$ cat config.mk
export PLATFORM = sky130hd
export DESIGN_NAME = ysyx_lsu_ldu_flat
export DESIGN_NICKNAME = d
export VERILOG_FILES = /design/src/rtl/ysyx_lsu_pkg.sv /design/src/rtl/ysyx_lsu_ldu_if.sv /design/src/rtl/ysyx_lsu_ld_align.sv /design/src/rtl/ysyx_lsu_ldu.sv /design/src/flat_wrapper.sv
export SDC_FILE = /design/constraint.sdc
export NUM_CORES = 1
export LEC_CHECK = 0
export ABC_AREA = 1
export CAP_MARGIN = 20
export CORE_AREA = 2 2 108 110
export DETAILED_ROUTE_END_ITERATION = 8
export DIE_AREA = 0 0 110 112
export HOLD_SLACK_MARGIN = 0.06
export PLACE_DENSITY = 0.95
export SLEW_MARGIN = 20
export SYNTH_ARGS = -nofsm -noshare
export SYNTH_HDL_FRONTEND = slang
export SYNTH_SLANG_ARGS = --single-unit
export TNS_END_PERCENT = 50
$ cat constraint.sdc
create_clock -name clock -period 3.7 [get_ports clock]
set_input_delay 0.555 -clock clock [delete_from_list [all_inputs] [get_ports clock]]
set_output_delay 0.555 -clock clock [all_outputs]
set_load 0.1 [all_outputs]
$ cat src/rtl/ysyx_lsu_pkg.sv
// Shared LSU definitions: load FSM states, load ALU codes and the load extend helpers.
// Latency: n/a (types and pure functions only).
// Backpressure: n/a.
package ysyx_lsu_pkg;

    localparam int XLEN = 32;

    typedef enum logic [2:0] {
        LDU_IDLE  = 3'd0,
        LDU_ADDR  = 3'd1,
        LDU_DATA  = 3'd2,
        LDU_RESP  = 3'd3,
        LDU_DRAIN = 3'd4
    } ldu_state_e;

    // Load ALU codes, mirroring the core-wide YSYX_ALU_* defines.
    localparam logic [4:0] ALU_LB  = 5'd16;
    localparam logic [4:0] ALU_LH  = 5'd17;
    localparam logic [4:0] ALU_LW  = 5'd18;
    localparam logic [4:0] ALU_LBU = 5'd19;
    localparam logic [4:0] ALU_LHU = 5'd20;

    // Select and extend the addressed byte/halfword of a word. LW and unknown codes
    // pass the word through untouched.
    function automatic logic [XLEN-1:0] ld_extend(input logic [XLEN-1:0] word,
                                                  input logic [4:0]      alu,
                                                  input logic [1:0]      off);
        logic [7:0]      b;
        logic [15:0]     h;
        logic [XLEN-1:0] r;
        case (off)
            2'd0:    b = word[7:0];
            2'd1:    b = word[15:8];
            2'd2:    b = word[23:16];
            default: b = word[31:24];
        endcase
        h = off[1] ? word[31:16] : word[15:0];
        case (alu)
            ALU_LB:  r = {{(XLEN-8){b[7]}}, b};
            ALU_LBU: r = {{(XLEN-8){1'b0}}, b};
            ALU_LH:  r = {{(XLEN-16){h[15]}}, h};
            ALU_LHU: r = {{(XLEN-16){1'b0}}, h};
            default: r = word;
        endcase
        return r;
    endfunction

    // Halfword loads need an even offset, word loads a zero offset.
    function automatic logic ld_misaligned(input logic [4:0] alu, input logic [1:0] off);
        logic m;
        case (alu)
            ALU_LH, ALU_LHU: m = off[0];
            ALU_LW:          m = (off != 2'b00);
            default:         m = 1'b0;
        endcase
        return m;
    endfunction

endpackage

$ cat src/rtl/ysyx_lsu_ldu_if.sv
// Load-unit bus bundle: EXU load request/response, store-queue lookup and D-side read channel.
// Latency: n/a (wires only).
// Backpressure: ld_valid held until ld_ready; AR valid/ready; R valid/ready.
interface ysyx_lsu_ldu_if;
    import ysyx_lsu_pkg::*;

    // EXU side
    logic            ld_valid;
    logic [XLEN-1:0] ld_addr;
    logic [4:0]      ld_alu;
    logic [XLEN-1:0] ld_pc;
    logic            ld_ready;
    logic [XLEN-1:0] ld_rdata;
    logic            ld_fault;
    // store-queue lookup
    logic [XLEN-1:0] sq_raddr;
    logic            sq_hit;
    logic [XLEN-1:0] sq_rdata;
    // memory read channel
    logic            mem_arvalid;
    logic [XLEN-1:0] mem_araddr;
    logic            mem_arready;
    logic            mem_rvalid;
    logic [XLEN-1:0] mem_rdata;
    logic [1:0]      mem_rresp;
    logic            mem_rready;

    // Environment view: EXU, store queue and memory together.
    modport master (
        output ld_valid, ld_addr, ld_alu, ld_pc,
        input  ld_ready, ld_rdata, ld_fault,
        input  sq_raddr,
        output sq_hit, sq_rdata,
        input  mem_arvalid, mem_araddr, mem_rready,
        output mem_arready, mem_rvalid, mem_rdata, mem_rresp
    );

    // Load-unit view.
    modport slave (
        input  ld_valid, ld_addr, ld_alu, ld_pc,
        output ld_ready, ld_rdata, ld_fault,
        output sq_raddr,
        input  sq_hit, sq_rdata,
        output mem_arvalid, mem_araddr, mem_rready,
        input  mem_arready, mem_rvalid, mem_rdata, mem_rresp
    );

endinterface

$ cat src/rtl/ysyx_lsu_ld_align.sv
// Combinational load align/extend of the selected word (forwarded or from memory).
// Latency: 0 cycles.
// Backpressure: none.
module ysyx_lsu_ld_align
    import ysyx_lsu_pkg::*;
(
    input  logic [XLEN-1:0] word,
    input  logic [4:0]      alu,
    input  logic [1:0]      off,
    output logic [XLEN-1:0] rdata
);

    assign rdata = ld_extend(word, alu, off);

endmodule

$ cat src/rtl/ysyx_lsu_ldu.sv
// Load responder: serves the in-order load at the EXU IOQ head from the store queue or memory.
// Latency: 1 cycle on store-queue hit or misalign fault; otherwise AR wait + R wait + 3 cycles.
// Backpressure: ld_valid held until the 1-cycle ld_ready pulse; AR held until mem_arready.
// Ports: clock, reset (sync, active-high), flush (pipeline kill), bus (ysyx_lsu_ldu_if.slave).
module ysyx_lsu_ldu
    import ysyx_lsu_pkg::*;
(
    input  logic          clock,
    input  logic          reset,
    input  logic          flush,
    ysyx_lsu_ldu_if.slave bus
);

    ldu_state_e      state_q, state_d;
    logic [XLEN-1:0] req_addr_q, req_addr_d;
    logic [4:0]      req_alu_q, req_alu_d;
    logic [XLEN-1:0] word_q, word_d;
    logic            fault_q, fault_d;
    logic            kill_q, kill_d;

    logic            misaligned;
    logic [XLEN-1:0] ext_word;
    logic            resp_fire;

    // The PC travels with the load for trace only; nothing in the load path consumes it.
    logic unused_pc;
    assign unused_pc = ^bus.ld_pc;

    assign misaligned   = ld_misaligned(bus.ld_alu, bus.ld_addr[1:0]);
    assign bus.sq_raddr = {bus.ld_addr[XLEN-1:2], 2'b00};

    ysyx_lsu_ld_align u_align (
        .word  (word_q),
        .alu   (req_alu_q),
        .off   (req_addr_q[1:0]),
        .rdata (ext_word)
    );

    // Response data and fault are only driven during the pulse so idle outputs stay 0.
    assign bus.ld_ready = resp_fire;
    assign bus.ld_rdata = resp_fire ? ext_word : '0;
    assign bus.ld_fault = resp_fire & fault_q;

    always_ff @(posedge clock) begin
        if (reset) begin
            state_q    <= LDU_IDLE;
            req_addr_q <= '0;
            req_alu_q  <= '0;
            word_q     <= '0;
            fault_q    <= 1'b0;
            kill_q     <= 1'b0;
        end else begin
            state_q    <= state_d;
            req_addr_q <= req_addr_d;
            req_alu_q  <= req_alu_d;
            word_q     <= word_d;
            fault_q    <= fault_d;
            kill_q     <= kill_d;
        end
    end

    always_comb begin
        state_d         = state_q;
        req_addr_d      = req_addr_q;
        req_alu_d       = req_alu_q;
        word_d          = word_q;
        fault_d         = fault_q;
        kill_d          = kill_q;
        resp_fire       = 1'b0;
        bus.mem_arvalid = 1'b0;
        bus.mem_araddr  = '0;
        bus.mem_rready  = 1'b0;

        case (state_q)
            LDU_IDLE: begin
                // A flush in this cycle also kills whatever ld_valid shows.
                if (bus.ld_valid && !flush) begin
                    req_addr_d = bus.ld_addr;
                    req_alu_d  = bus.ld_alu;
                    kill_d     = 1'b0;
                    if (misaligned) begin
                        word_d  = '0;
                        fault_d = 1'b1;
                        state_d = LDU_RESP;
                    end else if (bus.sq_hit) begin
                        word_d  = bus.sq_rdata;
                        fault_d = 1'b0;
                        state_d = LDU_RESP;
                    end else begin
                        state_d = LDU_ADDR;
                    end
                end
            end

            LDU_ADDR: begin
                // AR cannot be retracted, so a flush here only marks the beat for discard.
                bus.mem_arvalid = 1'b1;
                bus.mem_araddr  = {req_addr_q[XLEN-1:2], 2'b00};
                if (flush) kill_d = 1'b1;
                if (bus.mem_arready) state_d = LDU_DATA;
            end

            LDU_DATA: begin
                bus.mem_rready = 1'b1;
                if (bus.mem_rvalid) begin
                    word_d  = bus.mem_rdata;
                    fault_d = |bus.mem_rresp;
                    // Beat consumed this cycle: a flush now needs no drain.
                    if (kill_q || flush) begin
                        kill_d  = 1'b0;
                        state_d = LDU_IDLE;
                    end else begin
                        state_d = LDU_RESP;
                    end
                end else if (flush) begin
                    state_d = LDU_DRAIN;
                end
            end

            LDU_DRAIN: begin
                bus.mem_rready = 1'b1;
                if (bus.mem_rvalid) begin
                    kill_d  = 1'b0;
                    state_d = LDU_IDLE;
                end
            end

            LDU_RESP: begin
                resp_fire = !flush;
                state_d   = LDU_IDLE;
            end

            default: state_d = LDU_IDLE;
        endcase
    end

endmodule
$ cat src/flat_wrapper.sv
// flat-port wrapper written by rule: the top's interface ports become plain ports
module ysyx_lsu_ldu_flat import ysyx_lsu_pkg::*;
  (clock, reset, flush, bus_ld_valid, bus_ld_addr, bus_ld_alu, bus_ld_pc, bus_ld_ready, bus_ld_rdata, bus_ld_fault, bus_sq_raddr, bus_sq_hit, bus_sq_rdata, bus_mem_arvalid, bus_mem_araddr, bus_mem_rready, bus_mem_arready, bus_mem_rvalid, bus_mem_rdata, bus_mem_rresp);
  ysyx_lsu_ldu_if bus_i ();
  input  logic clock;
  input  logic reset;
  input  logic flush;
  input wire logic [$bits(bus_i.ld_valid)-1:0] bus_ld_valid;
  input wire logic [$bits(bus_i.ld_addr)-1:0] bus_ld_addr;
  input wire logic [$bits(bus_i.ld_alu)-1:0] bus_ld_alu;
  input wire logic [$bits(bus_i.ld_pc)-1:0] bus_ld_pc;
  output wire logic [$bits(bus_i.ld_ready)-1:0] bus_ld_ready;
  output wire logic [$bits(bus_i.ld_rdata)-1:0] bus_ld_rdata;
  output wire logic [$bits(bus_i.ld_fault)-1:0] bus_ld_fault;
  output wire logic [$bits(bus_i.sq_raddr)-1:0] bus_sq_raddr;
  input wire logic [$bits(bus_i.sq_hit)-1:0] bus_sq_hit;
  input wire logic [$bits(bus_i.sq_rdata)-1:0] bus_sq_rdata;
  output wire logic [$bits(bus_i.mem_arvalid)-1:0] bus_mem_arvalid;
  output wire logic [$bits(bus_i.mem_araddr)-1:0] bus_mem_araddr;
  output wire logic [$bits(bus_i.mem_rready)-1:0] bus_mem_rready;
  input wire logic [$bits(bus_i.mem_arready)-1:0] bus_mem_arready;
  input wire logic [$bits(bus_i.mem_rvalid)-1:0] bus_mem_rvalid;
  input wire logic [$bits(bus_i.mem_rdata)-1:0] bus_mem_rdata;
  input wire logic [$bits(bus_i.mem_rresp)-1:0] bus_mem_rresp;
  assign bus_i.ld_valid = bus_ld_valid;
  assign bus_i.ld_addr = bus_ld_addr;
  assign bus_i.ld_alu = bus_ld_alu;
  assign bus_i.ld_pc = bus_ld_pc;
  assign bus_ld_ready = bus_i.ld_ready;
  assign bus_ld_rdata = bus_i.ld_rdata;
  assign bus_ld_fault = bus_i.ld_fault;
  assign bus_sq_raddr = bus_i.sq_raddr;
  assign bus_i.sq_hit = bus_sq_hit;
  assign bus_i.sq_rdata = bus_sq_rdata;
  assign bus_mem_arvalid = bus_i.mem_arvalid;
  assign bus_mem_araddr = bus_i.mem_araddr;
  assign bus_mem_rready = bus_i.mem_rready;
  assign bus_i.mem_arready = bus_mem_arready;
  assign bus_i.mem_rvalid = bus_mem_rvalid;
  assign bus_i.mem_rdata = bus_mem_rdata;
  assign bus_i.mem_rresp = bus_mem_rresp;
  ysyx_lsu_ldu u_core (.clock(clock), .reset(reset), .flush(flush), .bus(bus_i));
endmodule
* Yosys cells after proc, flatten, opt, wreduce, memory -nomap -nowiden *
Index checks and enable logic that the tools add are counted.

storage, ports and cells
  bits in registers = 74
  input bits = 142
  output and inout port bits = 100

operators by class
  equal/unequal tests = 21
  mux-type cells = 34
  bitwise operators = 1
  reductions and logical operators = 15

operator list
  operator                                                          count
  32-bit two-way mux                                                6
  32-bit one-hot mux with 4 select lines                            1
  32-bit one-hot mux with 2 select lines                            1
  5-bit == test (second input constant)                             7
  8-bit one-hot mux with 3 select lines                             1
  3-bit two-way mux                                                 6
  16-bit two-way mux                                                1
  1-bit two-way mux                                                 12
  3-bit one-hot mux with 4 select lines                             1
  2-bit != test (second input constant)                             4
  4-bit AND reduction                                               2
  3-bit by 2-bit == test with 1-bit output (second input constant)  2
  6-bit AND reduction                                               1
  2-bit OR reduction                                                3
  2-bit two-way mux                                                 2
  2-bit by 1-bit != test with 1-bit output (second input constant)  2
  1-bit one-hot mux with 2 select lines                             2
  1-bit one-hot mux with 4 select lines                             1
  2-bit nonzero test                                                2
  4-bit nonzero test                                                1
  3-bit by 1-bit == test with 1-bit output (second input constant)  1
  3-bit == test (second input constant)                             1
  3-bit zero test                                                   1
  3-bit by 2-bit != test with 1-bit output (second input constant)  1
  9 further kinds                                                   9

* Logic depth before layout (Yosys ltp) *
  word-level depth = 6
  mapped depth = 13

* By module *
A second synthesis with hierarchy kept.

second synthesis, totals
  cell total of the unflattened synthesis = 831
  area total of the unflattened synthesis = 5,157.4 sq um

modules (own cells, without submodules)
  module             instances  cells each  area each (sq um)
  ysyx_lsu_ldu       1          620         4,129.0
  ysyx_lsu_ld_align  1          211         1,028.5

* Least setup slack after synthesis *
Ideal clock, no wire load.

  path type = reg2out
  start point = register u_core.state_q[2]
  end point = output port bus_mem_araddr[10]
  arrival time = 3,517 ps
  data required time = 3,145 ps
  setup slack = -372 ps
  cell stages (with the launch flop) = 6
  path buffers = 2
  cell sequence = dfxtp_1 buf_2 nor3_2 inv_1 clkbuf_1 nor2_1

on the way
  word-level cells in the longest chain between the ends = 2

RTL lines
  what                                      RTL line            text
  from (decl)                               ysyx_lsu_ldu.sv:14  ldu_state_e state_q, state_d;
  from (signal assigned)                    ysyx_lsu_ldu.sv:53  state_q <= state_d;
  3-bit by 1-bit == test with 1-bit output  ysyx_lsu_ldu.sv:74  case (state_q)
  32-bit two-way mux                        ysyx_lsu_ldu.sv:74
  to (decl)                                 flat_wrapper.sv:19  output wire logic [$bits(bus_i.mem_araddr)-1:0] bus_mem_araddr;

Every way passes these cells.

* Final worst setup path *
  start point = register u_core.req_alu_q[4]
  end point = output port bus_ld_rdata[1]

on the way
  word-level cells in the longest chain between the ends = 3

RTL lines
  what                                      RTL line            text
  from (decl)                               ysyx_lsu_ldu.sv:16  logic [4:0] req_alu_q, req_alu_d;
  from (signal assigned)                    ysyx_lsu_ldu.sv:55  req_alu_q <= req_alu_d;
  5-bit == test                             ysyx_lsu_pkg.sv:38  case (alu)
  32-bit one-hot mux with 4 select lines *  ysyx_lsu_pkg.sv:38
  32-bit two-way mux *                      ysyx_lsu_ldu.sv:41  assign bus.ld_rdata = resp_fire ? ext_word : '0;
  to (decl)                                 flat_wrapper.sv:13  output wire logic [$bits(bus_i.ld_rdata)-1:0] bus_ld_rdata;

Mark *: on every way between the ends. The rest lies on a longest branch, timed or not.

==> results.sh <==
export IMPL_status="complete, no violations"
export IMPL_fp_dieH_um=112
export IMPL_synth_edf_count=0
export IMPL_clockBufferDepth=2
export IMPL_root_buffer="clkbuf_16"
export IMPL_setup_violations=0
export IMPL_drcViolationCount=0
export IMPL_instances_no_fill=1116
export IMPL_grt_max_degree=67
export IMPL_dr_pass1_iters=5
export IMPL_routedWlPerCell_um=13.3
export IMPL_slew_viol_final=0
export IMPL_crit_path_start="u_core.req_alu_q[4]$_SDFFE_PP0P_"
export IMPL_wl_met3_um=1360
export IMPL_dp_hpwl_um=11100
export IMPL_cap_violations=0
export IMPL_row_count=39
export IMPL_slew_limit_headroom_pct=37.7
export IMPL_worstPathMaxFanout=35
export IMPL_ir_drop_v=0.000486
export IMPL_ios=242
export IMPL_final_core_util_pct=63.5
export IMPL_tightest_slew_ps=933
export IMPL_max_freq_ghz=0.305
export IMPL_grt_usage_pct=23.9
export IMPL_synth_simple_area_share_pct=38.1
export IMPL_synth_area_per_cell_sq_um=5.87
export IMPL_drtIter0Drc=288
export IMPL_cts_repair_resize_count=0
export IMPL_synth_top_family_by_area="simple AND/OR/NAND/NOR gates"
export IMPL_power_total_mw=4.53
export IMPL_cts_tree="yes"
export IMPL_ys_seq_area_share_pct=30.7
export IMPL_p_leak_nw=3.32
export IMPL_cp_arrival_ps=2720
export IMPL_synth_xor_area_share_pct=0
export IMPL_fin_nets=1111
export IMPL_placed_cells=1101
export IMPL_dieWidth_um=110
export IMPL_wl_met2_um=7520
export IMPL_synthAdderAreaFrac_pct=0
export IMPL_synth_compound_area_share_pct=13.0
export IMPL_cp_required_ps=3140
export IMPL_tns_ps=0
export IMPL_synth_top_area_share_pct=30.7
export IMPL_ys_top_cells_by_count="nand2_1, nor2_1, inv_1, dfxtp_1, nand3_1"
export IMPL_final_antenna_net_count=0
export IMPL_path_class="reg -> out"
export IMPL_fin_crit_sh_pct=88.6
export IMPL_highest_layer="met4"
export IMPL_cp_end_kind="primary output"
export IMPL_final_cell_area_sq_um=7090
export IMPL_syn_area_sq_um=4830
export IMPL_power_switching_mw=2.28
export IMPL_holdCritPathClass="reg -> reg"
export IMPL_intPower_mw=2.26
export IMPL_seqPwrFrac_pct=25.5
export IMPL_synthMuxAreaShare_pct=0
export IMPL_synth_area_leaders="dfxtp_1, nand2_1, nor2_1, nand3_1, inv_1"
export IMPL_initial_core_util_pct=43.2
export IMPL_syn_inst=822
export IMPL_cts_max_level=3
export IMPL_wirelength_um=14800
export IMPL_yosys_warnings=0
export IMPL_grt_overflow=0
export IMPL_p_sw_share_pct=50.2
export IMPL_r2r_start="u_core.state_q[2]$_SDFFE_PP0P_"
export IMPL_vias_per_cell=5.04
export IMPL_drive_gt1_share_pct=14.2
export IMPL_grt_pass1_vias=5328
export IMPL_powerDensity_nw_per_um2=639
export IMPL_finClkSkew_ps=9.35
export IMPL_die_area_sq_um=12300
export IMPL_synth_most_common_cell="nand2_1"
export IMPL_post_cts_repair_setup_buffers=0
export IMPL_vias=5625
export IMPL_wl_met1_um=5610
export IMPL_pwr_share_comb_pct=55.8
export IMPL_cts_sinks=74
export IMPL_antennaDiodeCount=0
export IMPL_antenna_found_initial=0
export IMPL_synthFlopType="dfxtp_1"
export IMPL_clkLatencyLatePin_ps=330
export IMPL_worst_setup_path_start_kind="register"
export IMPL_async_flop_share_pct=0
export IMPL_clk_pin_slew_worst_paths_ps=60
export IMPL_grt_first_pass_wirelength_um=23700
export IMPL_place_area_sq_um=6810
export IMPL_hold_path_startpoint="u_core.req_addr_q[19]$_SDFFE_PP0P_"
export IMPL_gp_congestion=0.944
export IMPL_ys_ff_latch=74
export IMPL_yosysTopAreaCell="dfxtp_1"
export IMPL_core_sq_um=11200
export IMPL_port_buffers=205
export IMPL_hold_viol_final=0
export IMPL_period_minus_slack_ps=3280
export IMPL_p_clk_share_pct=18.7
export IMPL_area_growth_pct=46.9
export IMPL_rsz0062_at_grt="false"
export IMPL_ctsHoldBuffers=0
export IMPL_post_synth_num_cell_types=27
export IMPL_cts_made_buffers=9
registers in the layout (all words and copies together), names as in the netlist:
signal and cells:
u_core.fault_q 1, u_core.kill_q 1, u_core.req_addr_q 32, u_core.req_alu_q 5
u_core.state_q 3, u_core.word_q 32
cell families (layout without fill, tap and decap cells):
logic type / after synthesis / after routing
and+or+nand+nor: 449 / 449
buffers and inverters: 179 / 327
AOI/OAI and AO/OA: 119 / 119
DFF: 74 / 74
other: 1 / 4
final timing paths:
path,slack (ps),cells past startpoint,endpoint
worst max register to register,1600,10,u_core.word_q[0]$_SDFFE_PP0P_
worst min register to register,450,2,u_core.req_addr_q[19]$_SDFFE_PP0P_
worst max-delay path,420,11,bus_ld_rdata[1]
worst min-delay path,450,2,u_core.req_addr_q[19]$_SDFFE_PP0P_
per-stage QoR:
stage	hold WS, ps	setup slack (ps)
after floorplan	430	-369
after global placement	440	657
after detailed placement	444	570
after CTS	453	490
after global routing	467	187
final	451	422
critical path, cell delays in order (launching register included):
cell	delay [ps]
dfxtp_1	330
inv_1	100
nor2_1	110
nand3_1	80
nand2_1	420
inv_1	170
nand2_4	340
inv_1	270
nand2_1	110
nand3_1	90
inv_1	170
buf_12	190
routing by layer:
metal / vias up / track usage (%)
li1: 2817 / -
met1: 2501 / 25.9
met2: 271 / 43.9
met3: 36 / 6.56
met4: 0 / 7.76
met5: - / 0
power by group through the flow:
stage | combinational, mW | clock (mW) | sequential [mW]
CTS | 2.52 | 0.858 | 1.15
floorplan | 2.07 | 0 | 1.11
finish | 2.53 | 0.848 | 1.15
detailed placement | 2.50 | 0 | 1.17
global route | 2.79 | 0.898 | 1.17
global placement | 2.45 | 0 | 1.16
layout make-up:
class                           count  area, sq um
Timing Repair Buffer              212         2280
Sequential cell                    74         1480
Fill cell                         951         4080
Tap cell                          143          179
Clock buffer                        9          225
Clock inverter                      6         58.8
Multi-Input combinational cell    572         2490
Inverter                          100          375
cell usage in the layout (no fill, tap or decap), types with 2 or more instances in the layout:
| cell | n |
|---|---|
| a21oi_1 | 56 |
| buf_12 | 33 |
| buf_4 | 70 |
| clkbuf_16 | 9 |
| clkdlybuf4s50_1 | 109 |
| clkinv_2 | 4 |
| conb_1 | 4 |
| dfxtp_1 | 74 |
| inv_1 | 92 |
| inv_2 | 8 |
| nand2_1 | 204 |
| nand2_2 | 2 |
| nand3_1 | 71 |
| nand4_1 | 2 |
| nor2_1 | 159 |
| nor2_2 | 2 |
| nor2_4 | 2 |
| nor3_4 | 2 |
| o211ai_1 | 7 |
| o21ai_0 | 42 |
| o21ai_1 | 12 |
Note: power is estimated with default switching activity, not from simulation.
